## src/rtl/rf_exec_pkg.sv

```systemverilog
// Shared opcode, FSM-state and default-size definitions for the register-file
// execution stage.
package rf_exec_pkg;

  localparam int DEF_WIDTH = 8;
  localparam int DEF_AW    = 3;

  typedef enum logic [2:0] {
    OP_ADD = 3'b000,
    OP_SUB = 3'b001,
    OP_AND = 3'b010,
    OP_OR  = 3'b011,
    OP_XOR = 3'b100,
    OP_SHL = 3'b101,
    OP_SHR = 3'b110,
    OP_MUL = 3'b111
  } op_e;

  typedef enum logic [1:0] {
    IDLE = 2'b00,
    MUL  = 2'b01,
    WB   = 2'b10
  } state_e;

endpackage

```

## src/rtl/rf_exec_mul8.sv

```systemverilog
// Iterative shift-add multiplier: load captures operands, each step consumes
// one multiplier bit; done_o flags the step that yields the final product.
module rf_exec_mul8 #(
  parameter int WIDTH = 8
) (
  input  logic                 Clk,
  input  logic                 Rst,
  input  logic                 load_i,
  input  logic                 step_i,
  input  logic [WIDTH-1:0]     a_i,
  input  logic [WIDTH-1:0]     b_i,
  output logic                 done_o,
  output logic [2*WIDTH-1:0]   prod_nxt_o
);

  localparam int CW = $clog2(WIDTH + 1);

  logic [2*WIDTH-1:0] mcand_q, mcand_d;
  logic [2*WIDTH-1:0] acc_q, acc_d;
  logic [WIDTH-1:0]   mplier_q, mplier_d;
  logic [CW-1:0]      cnt_q, cnt_d;
  logic [2*WIDTH-1:0] partial;

  assign partial    = mplier_q[0] ? mcand_q : '0;
  assign prod_nxt_o = acc_q + partial;
  assign done_o     = step_i && (cnt_q == CW'(WIDTH - 1));

  always_comb begin
    mcand_d  = mcand_q;
    acc_d    = acc_q;
    mplier_d = mplier_q;
    cnt_d    = cnt_q;
    if (load_i) begin
      mcand_d  = {{WIDTH{1'b0}}, a_i};
      mplier_d = b_i;
      acc_d    = '0;
      cnt_d    = '0;
    end else if (step_i) begin
      acc_d    = prod_nxt_o;
      mcand_d  = mcand_q << 1;
      mplier_d = mplier_q >> 1;
      cnt_d    = cnt_q + 1'b1;
    end
  end

  always_ff @(posedge Clk or posedge Rst) begin
    if (Rst) begin
      mcand_q  <= '0;
      acc_q    <= '0;
      mplier_q <= '0;
      cnt_q    <= '0;
    end else begin
      mcand_q  <= mcand_d;
      acc_q    <= acc_d;
      mplier_q <= mplier_d;
      cnt_q    <= cnt_d;
    end
  end

endmodule

```

## src/rtl/rf_exec_unit.sv

```systemverilog
// Execution stage behind register_file: one ALU op per accepted command,
// result written back through WEN/RW/busW with a start/busy/done handshake.
module rf_exec_unit
  import rf_exec_pkg::*;
#(
  parameter int WIDTH = DEF_WIDTH,
  parameter int AW    = DEF_AW
) (
  input  logic             Clk,
  input  logic             Rst,
  input  logic             start,
  input  logic [2:0]       op,
  input  logic [AW-1:0]    rd,
  input  logic [WIDTH-1:0] busX,
  input  logic [WIDTH-1:0] busY,
  output logic             busy,
  output logic             done,
  output logic             WEN,
  output logic [AW-1:0]    RW,
  output logic [WIDTH-1:0] busW,
  output logic             carry
);

  state_e             state_q, state_d;
  logic [AW-1:0]      rd_q, rd_d;
  logic [AW-1:0]      rw_q, rw_d;
  logic [WIDTH-1:0]   busw_q, busw_d;
  logic               carry_q, carry_d;
  logic               mul_load, mul_step, mul_done;
  logic [2*WIDTH-1:0] mul_prod;
  logic [WIDTH:0]     alu_res;

  // Single-cycle ops; bit WIDTH is the carry/borrow flag.
  function automatic logic [WIDTH:0] alu_simple(input logic [2:0] f,
                                                input logic [WIDTH-1:0] x,
                                                input logic [WIDTH-1:0] y);
    logic [WIDTH:0] r;
    r = '0;
    case (f)
      OP_ADD:  r = {1'b0, x} + {1'b0, y};
      OP_SUB:  r = {1'b0, x} - {1'b0, y};
      OP_AND:  r = {1'b0, x & y};
      OP_OR:   r = {1'b0, x | y};
      OP_XOR:  r = {1'b0, x ^ y};
      OP_SHL:  r = {1'b0, x << y[2:0]};
      OP_SHR:  r = {1'b0, x >> y[2:0]};
      default: r = '0;
    endcase
    return r;
  endfunction

  assign alu_res = alu_simple(op, busX, busY);

  rf_exec_mul8 #(.WIDTH(WIDTH)) u_mul (
    .Clk        (Clk),
    .Rst        (Rst),
    .load_i     (mul_load),
    .step_i     (mul_step),
    .a_i        (busX),
    .b_i        (busY),
    .done_o     (mul_done),
    .prod_nxt_o (mul_prod)
  );

  // Result registers only change on entry to WB so they hold between writes.
  always_comb begin
    state_d  = state_q;
    rd_d     = rd_q;
    rw_d     = rw_q;
    busw_d   = busw_q;
    carry_d  = carry_q;
    mul_load = 1'b0;
    mul_step = 1'b0;
    case (state_q)
      IDLE: begin
        if (start) begin
          rd_d = rd;
          if (op == OP_MUL) begin
            mul_load = 1'b1;
            state_d  = MUL;
          end else begin
            {carry_d, busw_d} = alu_res;
            rw_d    = rd;
            state_d = WB;
          end
        end
      end
      MUL: begin
        mul_step = 1'b1;
        if (mul_done) begin
          busw_d  = mul_prod[WIDTH-1:0];
          carry_d = |mul_prod[2*WIDTH-1:WIDTH];
          rw_d    = rd_q;
          state_d = WB;
        end
      end
      WB:      state_d = IDLE;
      default: state_d = IDLE;
    endcase
  end

  always_ff @(posedge Clk or posedge Rst) begin
    if (Rst) begin
      state_q <= IDLE;
      rd_q    <= '0;
      rw_q    <= '0;
      busw_q  <= '0;
      carry_q <= 1'b0;
    end else begin
      state_q <= state_d;
      rd_q    <= rd_d;
      rw_q    <= rw_d;
      busw_q  <= busw_d;
      carry_q <= carry_d;
    end
  end

  // Writes to r0 are suppressed but still complete the handshake.
  assign busy  = (state_q != IDLE);
  assign done  = (state_q == WB);
  assign WEN   = done && (rw_q != '0);
  assign RW    = rw_q;
  assign busW  = busw_q;
  assign carry = carry_q;

endmodule

```

## config.mk

```make
export PLATFORM = sky130hd
export DESIGN_NAME = rf_exec_unit
export DESIGN_NICKNAME = d
export VERILOG_FILES = /design/src/rtl/rf_exec_pkg.sv /design/src/rtl/rf_exec_mul8.sv /design/src/rtl/rf_exec_unit.sv
export SDC_FILE = /design/constraint.sdc
export NUM_CORES = 1
export LEC_CHECK = 0
export CAP_MARGIN = 20
export CORE_UTILIZATION = 64
export DETAILED_ROUTE_END_ITERATION = 8
export GPL_ROUTABILITY_DRIVEN = 1
export PLACE_DENSITY = 0.9
export SKIP_CTS_REPAIR_TIMING = 1
export SLEW_MARGIN = 40
export SYNTH_ARGS = -nofsm -noshare
export SYNTH_HDL_FRONTEND = slang
export SYNTH_SLANG_ARGS = --single-unit
```

## constraint.sdc

```tcl
create_clock -name Clk -period 8.1 [get_ports Clk]
set_clock_uncertainty 0.2 [all_clocks]
set_input_delay 1.62 -clock Clk [delete_from_list [all_inputs] [get_ports Clk]]
set_output_delay 1.62 -clock Clk [all_outputs]
set_load 0.05 [all_outputs]
```

==> flow_summary.yaml, run 1 <==
timing:
  final.period_utilization_pct: 65.4
  layout_setup_ws_ns: 2.81
  fin_crit_ns: 5.29
  tns_ns: 0
  slew_headroom_pct: 53.8
  slew_viol_final: 0
  hold_violations: 0
  setup_viol: 0
  tightest_slew_ns: 0.690
  rsz0062_at_grt: "no"
  fmax_mhz: 189
logic_synthesis:
  synth_cell_type_count: 70
  yosys_register_bits: 61
  avgSynthCellArea_um2: 8.29
  synth_ff_type: "dfrtp_1"
  synth_adder_area_share_pct: 11.1
  synth_edf_count: 0
  syn-num-nets: 682
  synth_compound_area_share_pct: 25.3
  synth_largest_area_cell: "dfrtp_1"
  synthArstFlopShare_pct: 100
  synth-xor-area-share_pct: 2.93
  synthCells: 613
  synth.cell_area_um2: 5080
  yosysTopAreaCellShare_pct: 30.0
  synth-seq-area-share_pct: 30.0
  synthMuxAreaShare_pct: 3.87
  yosys-top-cells-area: "dfrtp_1 (30%), ha_1 (10%), nand2_1 (8.0%)"
  synth_top_family_by_area: "compound AO/OA/AOI/OAI gates"
  ys.warnings.count: 0
  yosys.area_share.simple_pct: 21.6
min_path:
  min_path_type: "flop to flop"
setup_path:
  critical_path.top_delay_family: "buffers and inverters"
  slowest_stage: "clkdlybuf4s50_1"
  path_max_fanout: 20
  worst-setup-path-type: "input port to flop"
  endpoint_kind: "flop"
  cp_num_buf_inv: 3
  crit_path_cell_trace: "clkdlybuf4s50_1, clkinv_1, ha_1, a21o_1, inv_1, ha_1, nor2b_1, o21ai_0, a21boi_1, o21a_1, o41ai_1, mux2i_1, a31oi_1"
  startpoint_type: "input port"
  cp.arrival_ns: 5.28
  worstPathRequired_ns: 8.09
  cpPeakStageDelay_ns: 0.91
  crit_path_frequent_cell: "ha_1"
detailed_routing:
  met1_length_um: 6190
  drtAntennaViolNets: 0
  drt-pass1-iter-count: 5
  drtIter0Drc: 498
  wl_um: 14300
  wl_met2_um: 6620
  met3_length_um: 1210
  viasPerCell: 6.58
  drc_errors: 0
  routedWlPerCell_um: 19.3
  routed-via-count: 4871
  routed.top_layer: "met4"
clocking:
  cts_tree: "built"
  cts_sinks: 61
  clockRootBuffer: "clkbuf_8"
  cts_made_buffers: 9
  htreeDepth: 3
  path_clk_slew_ns: 0.08
  cts_buffer_depth: 2
  clk_latency_ns: 0.35
grt:
  grt_antenna_before_repair: 0
  grt_overflow_total: 0
  grt_usage_pct: 35.8
  grt_max_degree: 62
  grt_pass1_wl_um: 23200
  grt_pass1_vias: 4664
floorplanning:
  num_io_pins: 40
  start_util_pct: 66.1
  die_width_um: 91.1
  die_h_um: 91.1
  dieArea_um2: 8300
  rows: 32
  core_um2: 7690
finish:
  nets: 702
  antenna_cells: 0
  drive_gt1_share_pct: 8.93
  syn_to_final_growth_pct: 11.9
placed_design:
  dp_slack_ns: 2.54
  io_buffers: 39
  hpwlAfterDp_um: 10600
  place_congestion: 0.927
power:
  p_leak_uw: 0.00256
  power.density_nw_per_um2: 278
  ir_drop_mv: 0.154
flow_run:
  cap_violations: 0
status:
  status: "finished, final reports clean"
[cells in the mapped netlist, drive strengths merged, types with 7 or more instances]
master   instances
a211oi           9
a21oi           38
a22oi           24
a31oi           12
and2            20
buf             10
clkbuf          25
dfrtp           61
ha              42
inv             30
nand2          108
nand3            8
nor2            35
nor2b           12
nor3            14
o2111ai          7
o21a            10
o21ai           30
xnor2           10
xor2             7
[sequential cells by signal (all words and copies together), names as in the netlist]
register        flops
state_q             2
rd_q                3
carry               1
busW                8
u_mul.acc_q        16
u_mul.mplier_q      8
u_mul.cnt_q         4
u_mul.mcand_q      16
RW                  3
[final cells by class]
cell class	count	area, um^2
inverter	31	116
timing repair buffer	44	427
multi-input combinational	486	3300
clock inverter	6	45.0
clock buffer	10	138
tap	102	128
fill	587	2000
sequential	61	1530
[placed cells by master, fill, tap and decap left out, types with 8 or more instances in the layout]
cell type,instances
dfrtp_1,61
a22oi_1,24
clkdlybuf4s50_1,38
o21ai_0,27
xnor2_1,10
nor3_1,14
nand3_1,8
a31oi_1,11
a21oi_1,36
and2_1,20
o21a_1,10
nand2_1,108
clkbuf_8,10
ha_1,42
inv_1,29
nor2b_1,10
nor2_1,34
[cell families after synthesis]
group | after synthesis
and+or+nand+nor | 230
AOI/OAI and AO/OA | 181
buffers and inverters | 66
DFF | 61
adders and majority gates | 44
xor gates and xnor gates | 17
muxes | 14
[final timing paths]
kind	startpoint	slack (ns)	endpoint	depth (start not counted)
max in group asynchronous	Rst	5.76	u_mul.acc_q[2]	3
worst min register to register	u_mul.mplier_q[1]	0.28	u_mul.mplier_q[1]	2
worst min-delay path	u_mul.mplier_q[1]	0.28	u_mul.mplier_q[1]	2
worst max-delay path	busY[1]	2.81	busW[7]	13
worst max register to register	u_mul.mplier_q[0]	4.50	carry	10
min in group asynchronous	Rst	1.52	u_mul.mplier_q[6]	3
[where the power goes]
part           total [uW]  switching, uW  internal (uW)
Combinational         789            495            293
Clock                 262            140            122
Sequential            528           95.3            433
[tightest hold or removal path: stages, from the launching register on]
cell	delay, ns
dfrtp_1	0.35
nand2_1	0.05
nand2_1	0.06
[layer usage]
metal,track usage (%),vias up
met5,0,-
met4,11.2,0
met3,7.12,24
met2,56.6,249
met1,49.5,2352
li1,-,2246
[metrics by stage]
step / cells / util (%) / total power (uW) / hold WS, ns / area [um^2]
floorplan: 613 / - / 1080 / 0.247 / 5080
global placement: 724 / 71.5 / 1270 / 0.263 / 5500
detailed placement: 724 / 71.6 / 1300 / 0.271 / 5500
CTS: 740 / 73.9 / 1570 / 0.289 / 5680
global route: 740 / 73.9 / 1670 / 0.305 / 5680
finish: 740 / 73.9 / 1580 / 0.282 / 5680
Note: power is estimated with default switching activity, not from simulation.
==> run 2, diff against run 1 <==
- CORE_UTILIZATION: 64 -> 60
- PLACE_DENSITY: 0.9 -> 0.86
- clock period: 8.1 -> 5.2 ns (I/O delays scaled with it)
==> run 2 against run 1 <==
- count of clock-buffer cells in the layout is 1 higher
- die area is 6.5% higher
- global-route usage down 2.6 points
- final cell count is 0.68% higher
- non-clock buffer count increased by 2
- register-to-register slack got worse by 2.9 ns
- sequential power is 56% higher
==> flow_summary.yaml, run 2 (synthesis gave the netlist of run 1 again) <==
power:
  power_frac_comb_pct: 48.7
  ir_drop_mv: 0.258
  p_leak_uw: 0.00258
  p_sw_uw: 1100
  cell_internal_pwr_uw: 1400
  power.density_nw_per_um2: 437
  p_sw_share_pct: 44.0
  p_seq_share_pct: 32.8
  clock_power_share_pct: 18.4
clocking:
  htreeDepth: 3
  cts_tree: "built"
  cts_buffer_depth: 2
  path_clk_slew_ns: 0.07
  cts_sinks: 61
  cts_made_buffers: 9
  clockRootBuffer: "clkbuf_8"
  clk_latency_ns: 0.33
setup_path:
  path_max_fanout: 12
  rr_worst_depth: 10
  rr_startpoint: "u_mul.mplier_q[0]"
  endpoint_kind: "flop"
  startpoint_type: "input port"
  r2r_slack_ns: 1.61
  r2r-end: "carry"
  worstPathRequired_ns: 5.19
  cp.arrival_ns: 4.26
  worst-setup-path-type: "input port to flop"
grt:
  grt_pass1_vias: 4562
  grt_pass1_wl_um: 22600
  grt_antenna_before_repair: 0
  grt_usage_pct: 33.2
  grt_max_degree: 53
  grt_overflow_total: 0
min_path:
  holdCritStartpoint: "u_mul.mplier_q[2]"
  min_path_cells: 2
  whs_endpoint: "u_mul.mplier_q[2]"
  min_path_type: "flop to flop"
timing:
  fmax_mhz: 234
  hold_violations: 0
  slew_viol_final: 0
  setup_viol: 0
  tns_ns: 0
  fin_crit_ns: 4.27
  slew_headroom_pct: 53.1
  tightest_slew_ns: 0.701
  rsz0062_at_grt: "no"
  final.period_utilization_pct: 82.1
placed_design:
  io_buffers: 39
  hpwlAfterDp_um: 10300
  placed_area_um2: 5520
  place_congestion: 0.984
detailed_routing:
  wl_um: 14000
  drtAntennaViolNets: 0
  viasPerCell: 6.53
  drt-pass1-iter-count: 5
  routedWlPerCell_um: 18.8
  drc_errors: 0
  routed-via-count: 4863
  drtIter0Drc: 498
finish:
  drive_gt1_share_pct: 8.75
  top_regs: "u_mul.acc_q: 16 flops, u_mul.mcand_q: 16 flops"
  syn_to_final_growth_pct: 12.7
  final_cell_mix: "nand2_1 (108), dfrtp_1 (61), ha_1 (42), clkdlybuf4s50_1 (39), a21oi_1 (36)"
  nets: 704
  multiInputGateArea_um2: 3300
  finalInstanceArea_um2: 5730
  antenna_cells: 0
  n_fill_cell: 669
  mostFrequentLayoutCell: "nand2_1"
  final-seq-area_um2: 1530
floorplanning:
  dieArea_um2: 8840
  die_h_um: 94.0
  die_width_um: 94.0
  core_um2: 8220
  start_util_pct: 61.8
  num_io_pins: 40
  rows: 33
status:
  status: "finished, final reports clean"
flow_run:
  cap_violations: 0
[run 2: power by group through the flow]
stage	Clock, uW	Sequential, uW	Combinational [uW]
3_3_place_gp	0	813	1160
3_5_place_dp	0	828	1190
5_1_grt	482	847	1330
2_1_floorplan	0	953	724
4_1_cts	463	819	1210
6_report	461	822	1220
[run 2: worst max-delay path, stage by stage]
cell             delay [ns]
clkdlybuf4s50_1        0.58
nor2_1                 0.46
nand2_1                0.22
nor2_1                 0.13
a21o_1                 0.14
inv_1                  0.06
ha_1                   0.26
nor2b_1                0.13
o21ai_0                0.21
a21boi_1               0.12
o21a_1                 0.21
o41ai_1                0.35
mux2i_1                0.25
a31oi_1                0.10
[run 2: worst max path at each step]
stage                     startpoint  endpoint  slack [ns]  cells past startpoint
final                          op[1]   busW[7]        0.93                     14
after global routing           op[2]   busW[7]        0.52                     14
after CTS                      op[1]   busW[7]        0.94                     14
after detailed placement       op[1]   busW[7]        0.63                     14
after global placement         op[2]   busW[7]        0.72                     14
after floorplan              busY[1]   busW[7]        1.54                     13
[run 2: through the flow]
step                setup WS (ns)  total power, uW  cells  utilization, %  hold WS [ns]
floorplan                    1.54             1680    613               -         0.247
CTS                         0.942             2490    745            69.7         0.282
finish                      0.929             2500    745            69.7         0.281
global route                0.524             2660    745            69.7         0.316
detailed placement          0.632             2020    729            67.2         0.264
global placement            0.718             1970    729            67.2         0.260
[run 2: final cells by class]
type                    instances  share of cell area, %
multi-input cells             486                   57.7
flip-flops and latches         61                   26.6
repair buffers                 46                   7.73
clock buffers                  11                   2.29
well taps                     105                   2.29
inverters                      31                   2.03
clock inverters                 5                   1.31
[run 2: routing by layer]
layer  global-route usage (%)  share of wire (%)
met5                        0                  0
met4                     8.85                1.7
met3                     7.36                8.4
met2                     51.7                 46
met1                     46.4                 44
